**config.mk**
```make
export PLATFORM = sky130hd
export DESIGN_NAME = mmio_uart_tx
export DESIGN_NICKNAME = d
export VERILOG_FILES = /design/src/rtl/uart_pkg.sv /design/src/rtl/sync_fifo.sv /design/src/rtl/mmio_uart_tx.sv
export SDC_FILE = /design/constraint.sdc
export NUM_CORES = 1
export LEC_CHECK = 0
export CAP_MARGIN = 5
export CORE_MARGIN = 5
export CORE_UTILIZATION = 50
export DETAILED_ROUTE_END_ITERATION = 7
export MAX_ROUTING_LAYER = met4
export PLACE_DENSITY = 0.78
export SLEW_MARGIN = 25
export SYNTH_ARGS = -nofsm -noshare
export SYNTH_HDL_FRONTEND = slang
export SYNTH_SLANG_ARGS = --single-unit
```
**constraint.sdc**
```tcl
create_clock -name clk -period 5.1 [get_ports clk]
set_input_delay 0.51 -clock clk [delete_from_list [all_inputs] [get_ports clk]]
set_output_delay 0.51 -clock clk [all_outputs]
set_load 0.01 [all_outputs]
```
**src/rtl/uart_pkg.sv**
```systemverilog
// Shared types and constants for the memory-mapped UART transmitter.
// Parity framing is selected at build time by the UART_PARITY_EN macro.
package uart_pkg;

  localparam int unsigned DATA_W   = 8;
  localparam int unsigned BUS_W    = 32;
  localparam int unsigned BAUD_W   = 16;
  localparam int unsigned BIT_IDX_W = 3;

  typedef enum logic [2:0] {
    IDLE   = 3'd0,
    START  = 3'd1,
    DATA   = 3'd2,
    PARITY = 3'd3,
    STOP   = 3'd4
  } tx_state_e;

  localparam logic [2:0] OFS_TXDATA = 3'h0;
  localparam logic [2:0] OFS_STATUS = 3'h4;

  localparam int unsigned ST_BUSY  = 0;
  localparam int unsigned ST_EMPTY = 1;
  localparam int unsigned ST_FULL  = 2;
  localparam int unsigned ST_OVF   = 3;

  // Even parity bit: XOR of all data bits.
  function automatic logic even_parity(input logic [DATA_W-1:0] d);
    return ^d;
  endfunction

endpackage

```
**src/rtl/sync_fifo.sv**
```systemverilog
// Synchronous FIFO with extra-MSB pointers; full/empty derive from pointer state only.
module sync_fifo #(
  parameter int unsigned WIDTH = 8,
  parameter int unsigned DEPTH = 8
) (
  input  logic             clk,
  input  logic             rst_n,
  input  logic             push,
  input  logic             pop,
  input  logic [WIDTH-1:0] din,
  output logic [WIDTH-1:0] dout,
  output logic             full,
  output logic             empty
);

  localparam int unsigned AW = $clog2(DEPTH);
  localparam int unsigned PW = AW + 1;

  logic [PW-1:0]    wptr_q;
  logic [PW-1:0]    rptr_q;
  logic [WIDTH-1:0] mem_q [DEPTH];
  logic             do_push;
  logic             do_pop;

  assign full    = (wptr_q[AW] != rptr_q[AW]) && (wptr_q[AW-1:0] == rptr_q[AW-1:0]);
  assign empty   = (wptr_q == rptr_q);
  assign do_push = push && !full;
  assign do_pop  = pop && !empty;
  assign dout    = mem_q[rptr_q[AW-1:0]];

  always_ff @(posedge clk or negedge rst_n) begin
    if (!rst_n) begin
      wptr_q <= '0;
      rptr_q <= '0;
    end else begin
      if (do_push) wptr_q <= wptr_q + PW'(1);
      if (do_pop)  rptr_q <= rptr_q + PW'(1);
    end
  end

  // Storage needs no reset; entries are only visible between push and pop.
  always_ff @(posedge clk) begin
    if (do_push) mem_q[wptr_q[AW-1:0]] <= din;
  end

endmodule

```
**src/rtl/mmio_uart_tx.sv**
```systemverilog
// Memory-mapped UART transmitter: TXDATA pushes into a FIFO, STATUS reports state,
// serializer drives 8N1 (or 8E1 when UART_PARITY_EN is defined) onto tx.
module mmio_uart_tx
  import uart_pkg::*;
#(
  parameter logic [31:0] BASE_ADDR  = 32'h0000_1000,
  parameter logic [15:0] CLK_DIV    = 16'd434,
  parameter int unsigned FIFO_DEPTH = 8
) (
  input  logic              clk,
  input  logic              rst_n,
  input  logic              we,
  input  logic [BUS_W-1:0]  a,
  input  logic [BUS_W-1:0]  wd,
  output logic [BUS_W-1:0]  rd,
  output logic              hit,
  output logic              tx,
  output logic              tx_busy
);

  localparam logic [BAUD_W-1:0] BAUD_RELOAD = CLK_DIV - BAUD_W'(1);

  tx_state_e             state_q;
  logic [BAUD_W-1:0]     baud_q;
  logic [BIT_IDX_W-1:0]  bit_idx_q;
  logic [DATA_W-1:0]     shift_q;
  logic                  tx_q;
  logic                  busy_q;
  logic                  ovf_q;
`ifdef UART_PARITY_EN
  logic                  par_q;
`endif

  logic                  wr_txdata_c;
  logic                  wr_status_c;
  logic                  fifo_push_c;
  logic                  fifo_pop_c;
  logic [DATA_W-1:0]     fifo_dout;
  logic                  fifo_full;
  logic                  fifo_empty;
  logic [BUS_W-1:0]      status_c;
  logic                  unused_bits;

  // Address decode: one 8-byte window, offset selected by a[2].
  assign hit         = (a[31:3] == BASE_ADDR[31:3]);
  assign wr_txdata_c = we && hit && (a[2] == OFS_TXDATA[2]);
  assign wr_status_c = we && hit && (a[2] == OFS_STATUS[2]);
  assign fifo_push_c = wr_txdata_c && !fifo_full;
  assign fifo_pop_c  = (state_q == IDLE) && !fifo_empty;
  assign unused_bits = ^{wd[31:8], a[1:0]};

  always_comb begin
    status_c           = '0;
    status_c[ST_BUSY]  = busy_q;
    status_c[ST_EMPTY] = fifo_empty;
    status_c[ST_FULL]  = fifo_full;
    status_c[ST_OVF]   = ovf_q;
  end

  assign rd      = (hit && (a[2] == OFS_STATUS[2])) ? status_c : '0;
  assign tx      = tx_q;
  assign tx_busy = busy_q;

  sync_fifo #(
    .WIDTH (DATA_W),
    .DEPTH (FIFO_DEPTH)
  ) u_fifo (
    .clk   (clk),
    .rst_n (rst_n),
    .push  (fifo_push_c),
    .pop   (fifo_pop_c),
    .din   (wd[DATA_W-1:0]),
    .dout  (fifo_dout),
    .full  (fifo_full),
    .empty (fifo_empty)
  );

  // A store to a full FIFO is dropped and latched as overflow until software clears it.
  always_ff @(posedge clk or negedge rst_n) begin
    if (!rst_n) begin
      ovf_q <= 1'b0;
    end else if (wr_txdata_c && fifo_full) begin
      ovf_q <= 1'b1;
    end else if (wr_status_c && wd[ST_OVF]) begin
      ovf_q <= 1'b0;
    end
  end

  // Serializer FSM; tx and tx_busy are registered alongside the state.
  always_ff @(posedge clk or negedge rst_n) begin
    if (!rst_n) begin
      state_q   <= IDLE;
      baud_q    <= '0;
      bit_idx_q <= '0;
      shift_q   <= '0;
      tx_q      <= 1'b1;
      busy_q    <= 1'b0;
`ifdef UART_PARITY_EN
      par_q     <= 1'b0;
`endif
    end else begin
      case (state_q)
        IDLE: begin
          tx_q   <= 1'b1;
          busy_q <= 1'b0;
          if (!fifo_empty) begin
            shift_q <= fifo_dout;
`ifdef UART_PARITY_EN
            par_q   <= even_parity(fifo_dout);
`endif
            baud_q  <= BAUD_RELOAD;
            state_q <= START;
            tx_q    <= 1'b0;
            busy_q  <= 1'b1;
          end
        end
        START: begin
          if (baud_q == '0) begin
            baud_q    <= BAUD_RELOAD;
            bit_idx_q <= '0;
            state_q   <= DATA;
            tx_q      <= shift_q[0];
          end else begin
            baud_q <= baud_q - BAUD_W'(1);
          end
        end
        DATA: begin
          if (baud_q == '0) begin
            baud_q <= BAUD_RELOAD;
            if (bit_idx_q == BIT_IDX_W'(DATA_W - 1)) begin
`ifdef UART_PARITY_EN
              state_q <= PARITY;
              tx_q    <= par_q;
`else
              state_q <= STOP;
              tx_q    <= 1'b1;
`endif
            end else begin
              shift_q   <= shift_q >> 1;
              bit_idx_q <= bit_idx_q + BIT_IDX_W'(1);
              tx_q      <= shift_q[1];
            end
          end else begin
            baud_q <= baud_q - BAUD_W'(1);
          end
        end
        PARITY: begin
          if (baud_q == '0) begin
            baud_q  <= BAUD_RELOAD;
            state_q <= STOP;
            tx_q    <= 1'b1;
          end else begin
            baud_q <= baud_q - BAUD_W'(1);
          end
        end
        STOP: begin
          tx_q <= 1'b1;
          if (baud_q == '0) begin
            state_q <= IDLE;
            busy_q  <= 1'b0;
          end else begin
            baud_q <= baud_q - BAUD_W'(1);
          end
        end
        default: begin
          state_q <= IDLE;
          tx_q    <= 1'b1;
          busy_q  <= 1'b0;
        end
      endcase
    end
  end

endmodule

```
* Word-level counts from Yosys, hierarchy flattened *
Memories as Yosys holds them, arrays and structs flattened.
Index checks and enable logic that the tools add are counted.

storage, ports and cells
  bits in registers = 41
  RAM bits = 64
  output and inout port bits = 35
  memories = 1

memory list
  name          words  width  read ports  clocked after Yosys merged registers in  wr ports  RTL line         source
  u_fifo.mem_q  8      8      1           0                                        1         sync_fifo.sv:21  logic [WIDTH-1:0] mem_q [DEPTH];

cells by class
  $add $sub $neg = 4
  eq/ne operators = 17
  multiplexer cells = 32
  bitwise logic cells = 2
  reduce and logical (&&, ||, !) cells = 26

operator list
  cell                                                                   number
  16-bit 2-to-1 mux                                                      3
  16-bit case mux with 3 select lines                                    1
  29-bit by 10-bit == test with 1-bit output (second input constant)     1
  3-bit 2-to-1 mux                                                       8
  8-bit 2-to-1 mux                                                       3
  16-bit logical NOT                                                     1
  2-bit inequality test (second input constant)                          8
  8-bit case mux with 2 select lines                                     1
  16-bit by 1-bit subtractor with 16-bit output (second input constant)  1
  3-bit case mux with 5 select lines                                     1
  1-bit logical AND                                                      11
  1-bit 2-to-1 mux                                                       11
  4-bit by 1-bit adder with 4-bit output (second input constant)         2
  4-bit AND reduction                                                    2
  3-bit by 2-bit == test with 1-bit output (second input constant)       2
  3-bit == test (second input constant)                                  2
  3-bit case mux with 2 select lines                                     1
  3-bit AND reduction                                                    2
  6-bit AND reduction                                                    1
  2-bit nonzero test                                                     3
  4-bit == test                                                          1
  4-bit 2-to-1 mux                                                       1
  1-bit case mux with 4 select lines                                     1
  3-bit by 1-bit adder with 3-bit output (second input constant)         1
  other kinds (10)                                                       12

* Logic depth before layout (Yosys ltp) *
Gate-level depths: netlist of the first run.

  word-level depth = 7
  mapped depth = 10
  mapped depth without buffers = 7

* By module *
From an unflattened synthesis of the first run, not the netlist that was laid out.

unflattened totals
  cells, all modules = 396
  area, all modules = 5238.8 µm²

modules (own cells, without submodules)
  module        times used  cells an instance  area an instance (µm²)
  sync_fifo     1           149                3041.7
  mmio_uart_tx  1           247                2197.1

* Worst setup path before layout of the first run *
OpenSTA, ideal clock, no wires.

  kind = input-to-reg
  start = input port a[14]
  end = memory u_fifo.mem_q[0][0], enable pin
  arrival = 2.440 ns
  data required time = 4.717 ns
  setup slack = 2.276 ns
  stages on the path = 5
  buffers on the path = 0
  cells stage by stage = nor4b_1 > nand4_1 > nor4_1 > nand2b_1 > nor3_1

between the ends
  cells in the longest elaborated chain, start to end = 7

ends and longest elaborated chain
  what                                        RTL line            source
  start, declared                             mmio_uart_tx.sv:13  input logic [BUS_W-1:0] a,
  29-bit by 10-bit == test with 1-bit output  mmio_uart_tx.sv:45  assign hit = (a[31:3] == BASE_ADDR[31:3]);
  1-bit logical AND (2 in series)             mmio_uart_tx.sv:46  assign wr_txdata_c = we && hit && (a[2] == OFS_TXDATA[2]);
  1-bit logical AND                           mmio_uart_tx.sv:48  assign fifo_push_c = wr_txdata_c && !fifo_full;
  1-bit logical AND                           sync_fifo.sv:27     assign do_push = push && !full;
  1-bit 2-to-1 mux                            sync_fifo.sv:43     if (do_push) mem_q[wptr_q[AW-1:0]] <= din;
  1-bit 2-to-1 mux (implied by the code)      sync_fifo.sv:43
  end, declared                               sync_fifo.sv:21

Every way passes these cells.

* Final worst setup path of the first run *
  start = register u_fifo.rptr_q[2]
  end = memory u_fifo.mem_q[5][1], enable pin

between the ends
  cells in the longest elaborated chain, start to end = 7

ends and longest elaborated chain
  what                                        RTL line                             source
  start, declared                             sync_fifo.sv:20                      logic [PW-1:0] rptr_q;
  start signal, assigned                      sync_fifo.sv:37                      if (do_pop) rptr_q <= rptr_q + PW'(1);
  3-bit == test (*)                           sync_fifo.sv:25                      assign full = (wptr_q[AW] != rptr_q[AW]) && (wptr_q[AW-1:0] == rptr_q[AW-1:0]);
  1-bit logical AND (*)                       sync_fifo.sv:25
  1-bit logical NOT (*)                       sync_fifo.sv:27, mmio_uart_tx.sv:48
  1-bit logical AND                           mmio_uart_tx.sv:48
  1-bit logical AND (*)                       sync_fifo.sv:27
  1-bit 2-to-1 mux (*)                        sync_fifo.sv:43
  1-bit 2-to-1 mux (implied by the code) (*)  sync_fifo.sv:43

Every way passes the cells marked *; elsewhere a longest branch is shown, timed or not.

==> results of run 1 <==
-- layer usage --
layer  wire length (um)  up-vias  GRT usage
li1                   -     1507          -
met1               4100     1589      0.204
met2               5260       66      0.284
met3                403       14     0.0371
met4                155        0     0.0608
met5                  0        -          -
-- flip-flops by register name (all words and copies together), names as in the netlist --
signal         flops
u_fifo.mem_q      64
baud_q            16
shift_q            8
u_fifo.rptr_q      4
u_fifo.wptr_q      4
bit_idx_q          3
state_q            3
ovf_q              1
tx                 1
tx_busy            1
-- kinds of logic (layout without fill, tap and decap cells) --
kind of cell             count (synthesis)  in the layout
AND/OR/NAND/NOR                        115            115
XOR/XNOR                                14             14
flip-flops                             105            105
other                                    1             28
AO/OA/AOI/OAI                           48             48
buffers and inverters                   62             83
multiplexers                            44             44
adder cells (fa/ha/maj)                  5              5
-- cell type report --
class | count | area share
Inverter | 16 | 0.0103
Clock buffer | 9 | 0.0213
Clock inverter | 7 | 0.0153
Multi-Input combinational cell | 254 | 0.331
Sequential cell | 105 | 0.508
Tap cell | 136 | 0.0293
Timing Repair Buffer | 51 | 0.0853
-- layout by cell type, fill, tap and decap left out, drive strengths merged, types with 11 or more instances in the layout --
master / instances
clkdlybuf4s50: 46
nand2: 22
dfrtp: 40
mux2i: 17
mux2: 11
nand2b: 13
nor2: 23
a21oi: 11
conb: 28
mux4: 16
or4: 11
inv: 20
edfxtp: 64
-- metrics by stage --
step / total power (W) / hold WS [ps] / util
2_1_floorplan: 0.00126 / 214 / -
3_3_place_gp: 0.00132 / 466 / 0.552
3_5_place_dp: 0.00133 / 492 / 0.552
4_1_cts: 0.00187 / 264 / 0.573
5_1_grt: 0.00195 / 315 / 0.573
6_report: 0.00185 / 248 / 0.573
-- power by group --
group / total [W] / internal (W) / switching (W)
logic: 0.000366 / 0.000164 / 0.000201
registers: 0.000956 / 0.000932 / 0.0000234
clock network: 0.000533 / 0.000202 / 0.000331
total: 0.00185 / 0.00130 / 0.000556
-- how the worst min path moves through the flow --
| stage | start | endpoint | slack (ps) | cells past startpoint |
|---|---|---|---|---|
| after floorplan | rst_n | baud_q[0]$_DFFE_PN0P_ | 210 | 0 |
| after global placement | bit_idx_q[2]$_DFFE_PN0P_ | bit_idx_q[2]$_DFFE_PN0P_ | 470 | 2 |
| after detailed placement | bit_idx_q[0]$_DFFE_PN0P_ | bit_idx_q[0]$_DFFE_PN0P_ | 490 | 1 |
| after CTS | rst_n | baud_q[12]$_DFFE_PN0P_ | 260 | 1 |
| after global routing | rst_n | baud_q[6]$_DFFE_PN0P_ | 310 | 1 |
| final | rst_n | baud_q[12]$_DFFE_PN0P_ | 250 | 1 |
==> impl_metrics.toml, run 1 <==
[detailed_routing]
drt_iter0_markers = 211
vias_per_cell = 5.49
drc_errors = 0
wirelength_mm = 9.92
vias = 3176
final_antenna_net_count = 0
dr.pass1.iters = 4
wl_per_cell_um = 17.2

[worst_setup_path]
crit_slowest_cell = "dfrtp_1"
path_cells = "xor2_1 > o41ai_1 > nor4_1 > nand2b_1 > nor2_1"
crit_path_start = "u_fifo.rptr_q[2]$_DFFE_PN0P_"
reg2reg_from = "u_fifo.rptr_q[2]$_DFFE_PN0P_"
r2r.worst_path.cells = 5
setup.worst_path.start_class = "flip-flop"
worstSetupEndpointType = "flip-flop"
worst-path-buf-inv = 0
critPathKind = "flip-flop to flip-flop"
reg2reg_slack_ps = 1800
crit_path_max_incr_delay_ps = 950
worstSetupEndpoint = "u_fifo.mem_q[5][1]$_DFFE_PP_"
worstPathArrival_ps = 3310
path_depth = 5
crit_required_ps = 5120
path_delay_family = "simple AND/OR/NAND/NOR gates"
cp_max_fo = 19
r2r_end = "u_fifo.mem_q[5][1]$_DFFE_PP_"

[power]
leakagePower_nw = 2.26
powerDensity_nw_per_um2 = 319
max-vdd-ir-drop_mv = 0.270

[logic_synthesis]
synth.most_common_cell = "edfxtp_1"
yosysWarnings = 0
ys_seq_elements = 105
yosys.area_share.simple = 0.128
synth_top_area_share = 0.376
async_reset_ff_frac = 0.390
syn_inst = 394
synthXorXnorAreaFrac = 0.0240
synth_compound_area_frac = 0.0629
synth_edf_count = 64
ys.flop_type = "edfxtp_1"
synth_top_family_by_area = "multiplexers"
syn_area_sq_um = 5110
synthTopCellsByCount = "64 x edfxtp_1, 40 x dfrtp_1, 28 x buf_4"
synthAdderAreaFrac = 0.0122
synth_largest_area_cell = "edfxtp_1"
synth.avg_cell_area_sq_um = 13.0
ys_seq_area_frac = 0.577
netlist_top_cells_area = "edfxtp_1 38%, dfrtp_1 20%, mux4_2 7.0%, buf_4 4.1%, mux2i_1 3.3%"
ys_types = 53
muxShareOfSynthArea = 0.128

[worst_hold_path]
hp-class = "primary input to async pin"

[clocking]
root_buffer = "clkbuf_8"
cts_hold_buffers = 0
post-cts-setup-buffers = 0
cts_sinks = 105
cts_buffers = 9
htreeDepth = 3
cts_tree = "yes"
cts_buffer_depth = 2
clk_latency_ps = 380
path_clk_slew_ps = 110
post_cts_resized = 0

[final_layout]
num_antenna_cells = 0
syn2layout_area_growth_pct = 13.6
final_cells = 578
drive_above_1_share = 0.131
multi_input_area_sq_um = 1920
final_nets = 509
design_area_sq_um = 5810
seqCellArea_sq_um = 2950
fillers = 800

[sta]
setup_slack_ps = 1800
fin_tns_setup_ps = 0
setup_viol = 0
rsz0062_at_grt = "no"
drv_slew = 0
period_share = 0.646
fmax_mhz = 303
tightestPinTransition_ps = 932
hold_viol_final = 0
fin_skew_ps = 7.90
post-route-min-period_ps = 3300
slew_headroom = 0.374

[placed_design]
port_buffers = 47
placed_area_sq_um = 5590
hpwl_mm = 6.84
numPlacedInstances = 562
dp_slack_ps = 1460
globalplace.congestion = 0.812

[floorplan]
fp-row-count = 37
die_area_sq_um = 12300
fp.dieW_um = 111
initial_utilization = 0.504
coreArea_sq_um = 10100
ios = 102
dieHeight_um = 111

[global_routing]
grt_pass1_wl_mm = 16.1
grt.overflow.total = 0
grt_max_degree = 42
grt_pass1_vias = 3162
grt_usage = 0.170
antenna_found_initial = 0

[run_status]
status = "complete, no violations"

[run]
drv_cap = 0
(Power assumes the default switching activity.)
==> run 2: changes to the inputs <==
--- a/config.mk
+++ b/config.mk
@@ -7,10 +7,10 @@
 export LEC_CHECK = 0
 export CAP_MARGIN = 5
 export CORE_MARGIN = 5
-export CORE_UTILIZATION = 50
+export CORE_UTILIZATION = 47
 export DETAILED_ROUTE_END_ITERATION = 7
 export MAX_ROUTING_LAYER = met4
-export PLACE_DENSITY = 0.78
+export PLACE_DENSITY = 0.77
 export SLEW_MARGIN = 25
 export SYNTH_ARGS = -nofsm -noshare
 export SYNTH_HDL_FRONTEND = slang
==> constraint.sdc (replaced) <==
create_clock -name clk -period 2.82 [get_ports clk]
set_input_delay 0.282 -clock clk [delete_from_list [all_inputs] [get_ports clk]]
set_output_delay 0.282 -clock clk [all_outputs]
set_load 0.01 [all_outputs]
==> run 2 against run 1 <==
  * Sequential power grew 81%
  * Critical endpoint is now rd[2]
  * Worst setup slack lost 1600 ps
  * First-iteration DRC count up 18%
  * Register-to-register slack worse by 1600 ps
  * Core utilization is 1.9 points lower
  * Routed wire length grew 0.93%
  * Power up 81%
  * Cell area is 2.4% higher
==> impl_metrics.toml, run 2 (synthesis gave the netlist of run 1 again) <==
[worst_hold_path]
hp-class = "primary input to async pin"

[floorplan]
ios = 102
fp-row-count = 38
fp.dieW_um = 114
dieHeight_um = 114
coreArea_sq_um = 10700
initial_utilization = 0.476
die_area_sq_um = 13100

[global_routing]
busiest_layer = "met2"
grt_usage = 0.167
use_met2 = 0.296
grt_pass1_wl_mm = 16.6
met3_usage = 0.0333
grt_pass1_vias = 3295
grt.overflow.total = 0
grt_util_met1 = 0.197
grt_max_degree = 42
antenna_found_initial = 0

[run_status]
status = "complete, no violations"

[sta]
drv_slew = 0
fin_tns_setup_ps = 0
slew_headroom = 0.565
hold_viol_final = 0
rsz0062_at_grt = "no"
tightestPinTransition_ps = 648
fin_skew_ps = 8.13
period_share = 0.932
setup_viol = 0
post-route-min-period_ps = 2630
fmax_mhz = 380

[detailed_routing]
dr.pass1.iters = 5
wl_per_cell_um = 16.7
drc_errors = 0
drt_iter0_markers = 248
vias_per_cell = 5.42
final_antenna_net_count = 0
vias = 3251
wirelength_mm = 10.0

[worst_setup_path]
worstSetupEndpointType = "output port"
setup.worst_path.start_class = "flip-flop"
cp_max_fo = 10
crit_required_ps = 2540
worstPathArrival_ps = 2350
critPathKind = "flip-flop to output port"
reg2reg_slack_ps = 220

[final_layout]
final_nets = 527
fillers = 875
syn2layout_area_growth_pct = 16.3
largest_reg_flops = 64
num_antenna_cells = 0
layout_commonest_cell = "edfxtp_1"
drive_above_1_share = 0.163
mostFrequentLayoutCells = "64 x edfxtp_1, 46 x clkdlybuf4s50_1, 40 x dfrtp_1"

[placed_design]
port_buffers = 47
globalplace.congestion = 0.841
hpwl_mm = 7.04

[clocking]
root_buffer = "clkbuf_8"
clk_latency_ps = 360
cts_sinks = 105
cts_tree = "yes"
cts_buffers = 9
cts_buffer_depth = 2
path_clk_slew_ps = 110
htreeDepth = 3
post_cts_resized = 0

[power]
powerDensity_nw_per_um2 = 566
leakagePower_nw = 2.35
max-vdd-ir-drop_mv = 0.390
power_w = 0.00336

[run]
drv_cap = 0
run 2: repair_timing:
item | CTS | global route
hold buffers | 0 | 1
endpoints found under the hold margin | 0 | 40
setup buffers | 0 | 0
endpoints found under the setup margin | 0 | 0
run 2: path summary, 6_finish.rpt:
kind | from | to | cells after the start
hold / removal | rst_n | baud_q[6]$_DFFE_PN0P_ | 2
setup reg to reg | baud_q[0]$_DFFE_PN0P_ | shift_q[1]$_DFFE_PN0P_ | 9
max in group asynchronous | rst_n | tx$_DFFE_PN1P_ | 2
setup / recovery | u_fifo.wptr_q[0]$_DFFE_PN0P_ | rd[2] | 4
hold reg to reg | bit_idx_q[0]$_DFFE_PN0P_ | bit_idx_q[0]$_DFFE_PN0P_ | 1
min in group clk | bit_idx_q[0]$_DFFE_PN0P_ | bit_idx_q[0]$_DFFE_PN0P_ | 1
run 2: cell type report:
cell class | count | area (sq um) | share of cell area
sequential | 105 | 2950 | 0.496
multi-input combinational | 254 | 1920 | 0.323
timing repair buffer | 69 | 636 | 0.107
tap | 140 | 175 | 0.0295
clock buffer | 9 | 124 | 0.0208
clock inverter | 7 | 82.6 | 0.0139
inverter | 16 | 60.1 | 0.0101
run 2: stage by stage:
step	area [sq um]	worst slack [ps]	cells	hold WS [ps]	utilization
finish	5950	192	600	433	0.553
global route	5950	59.4	600	469	0.553
CTS	5930	178	599	68.3	0.552
detailed placement	5730	209	583	473	0.533
global placement	5730	292	583	467	0.533
floorplan	5210	128	421	-13.6	-
run 2: where the power goes:
part	internal (W)	switching (W)	total (W)	leakage [nW]
logic	0.000340	0.000369	0.000708	1.10
registers	0.00169	0.0000449	0.00173	1.14
clock network	0.000356	0.000569	0.000925	0.101
run 2: routing by layer:
metal / up-vias / routed length, um
li1: 1547 / -
met1: 1623 / 4070
met2: 73 / 5450
met3: 8 / 402
met4: 0 / 83
met5: - / 0
run 2: critical path, stage by stage (launching register included):
cell and delay, ps:
dfrtp_1 520, xor2_1 230, or4_1 560, nor2_1 130
clkdlybuf4s50_1 550
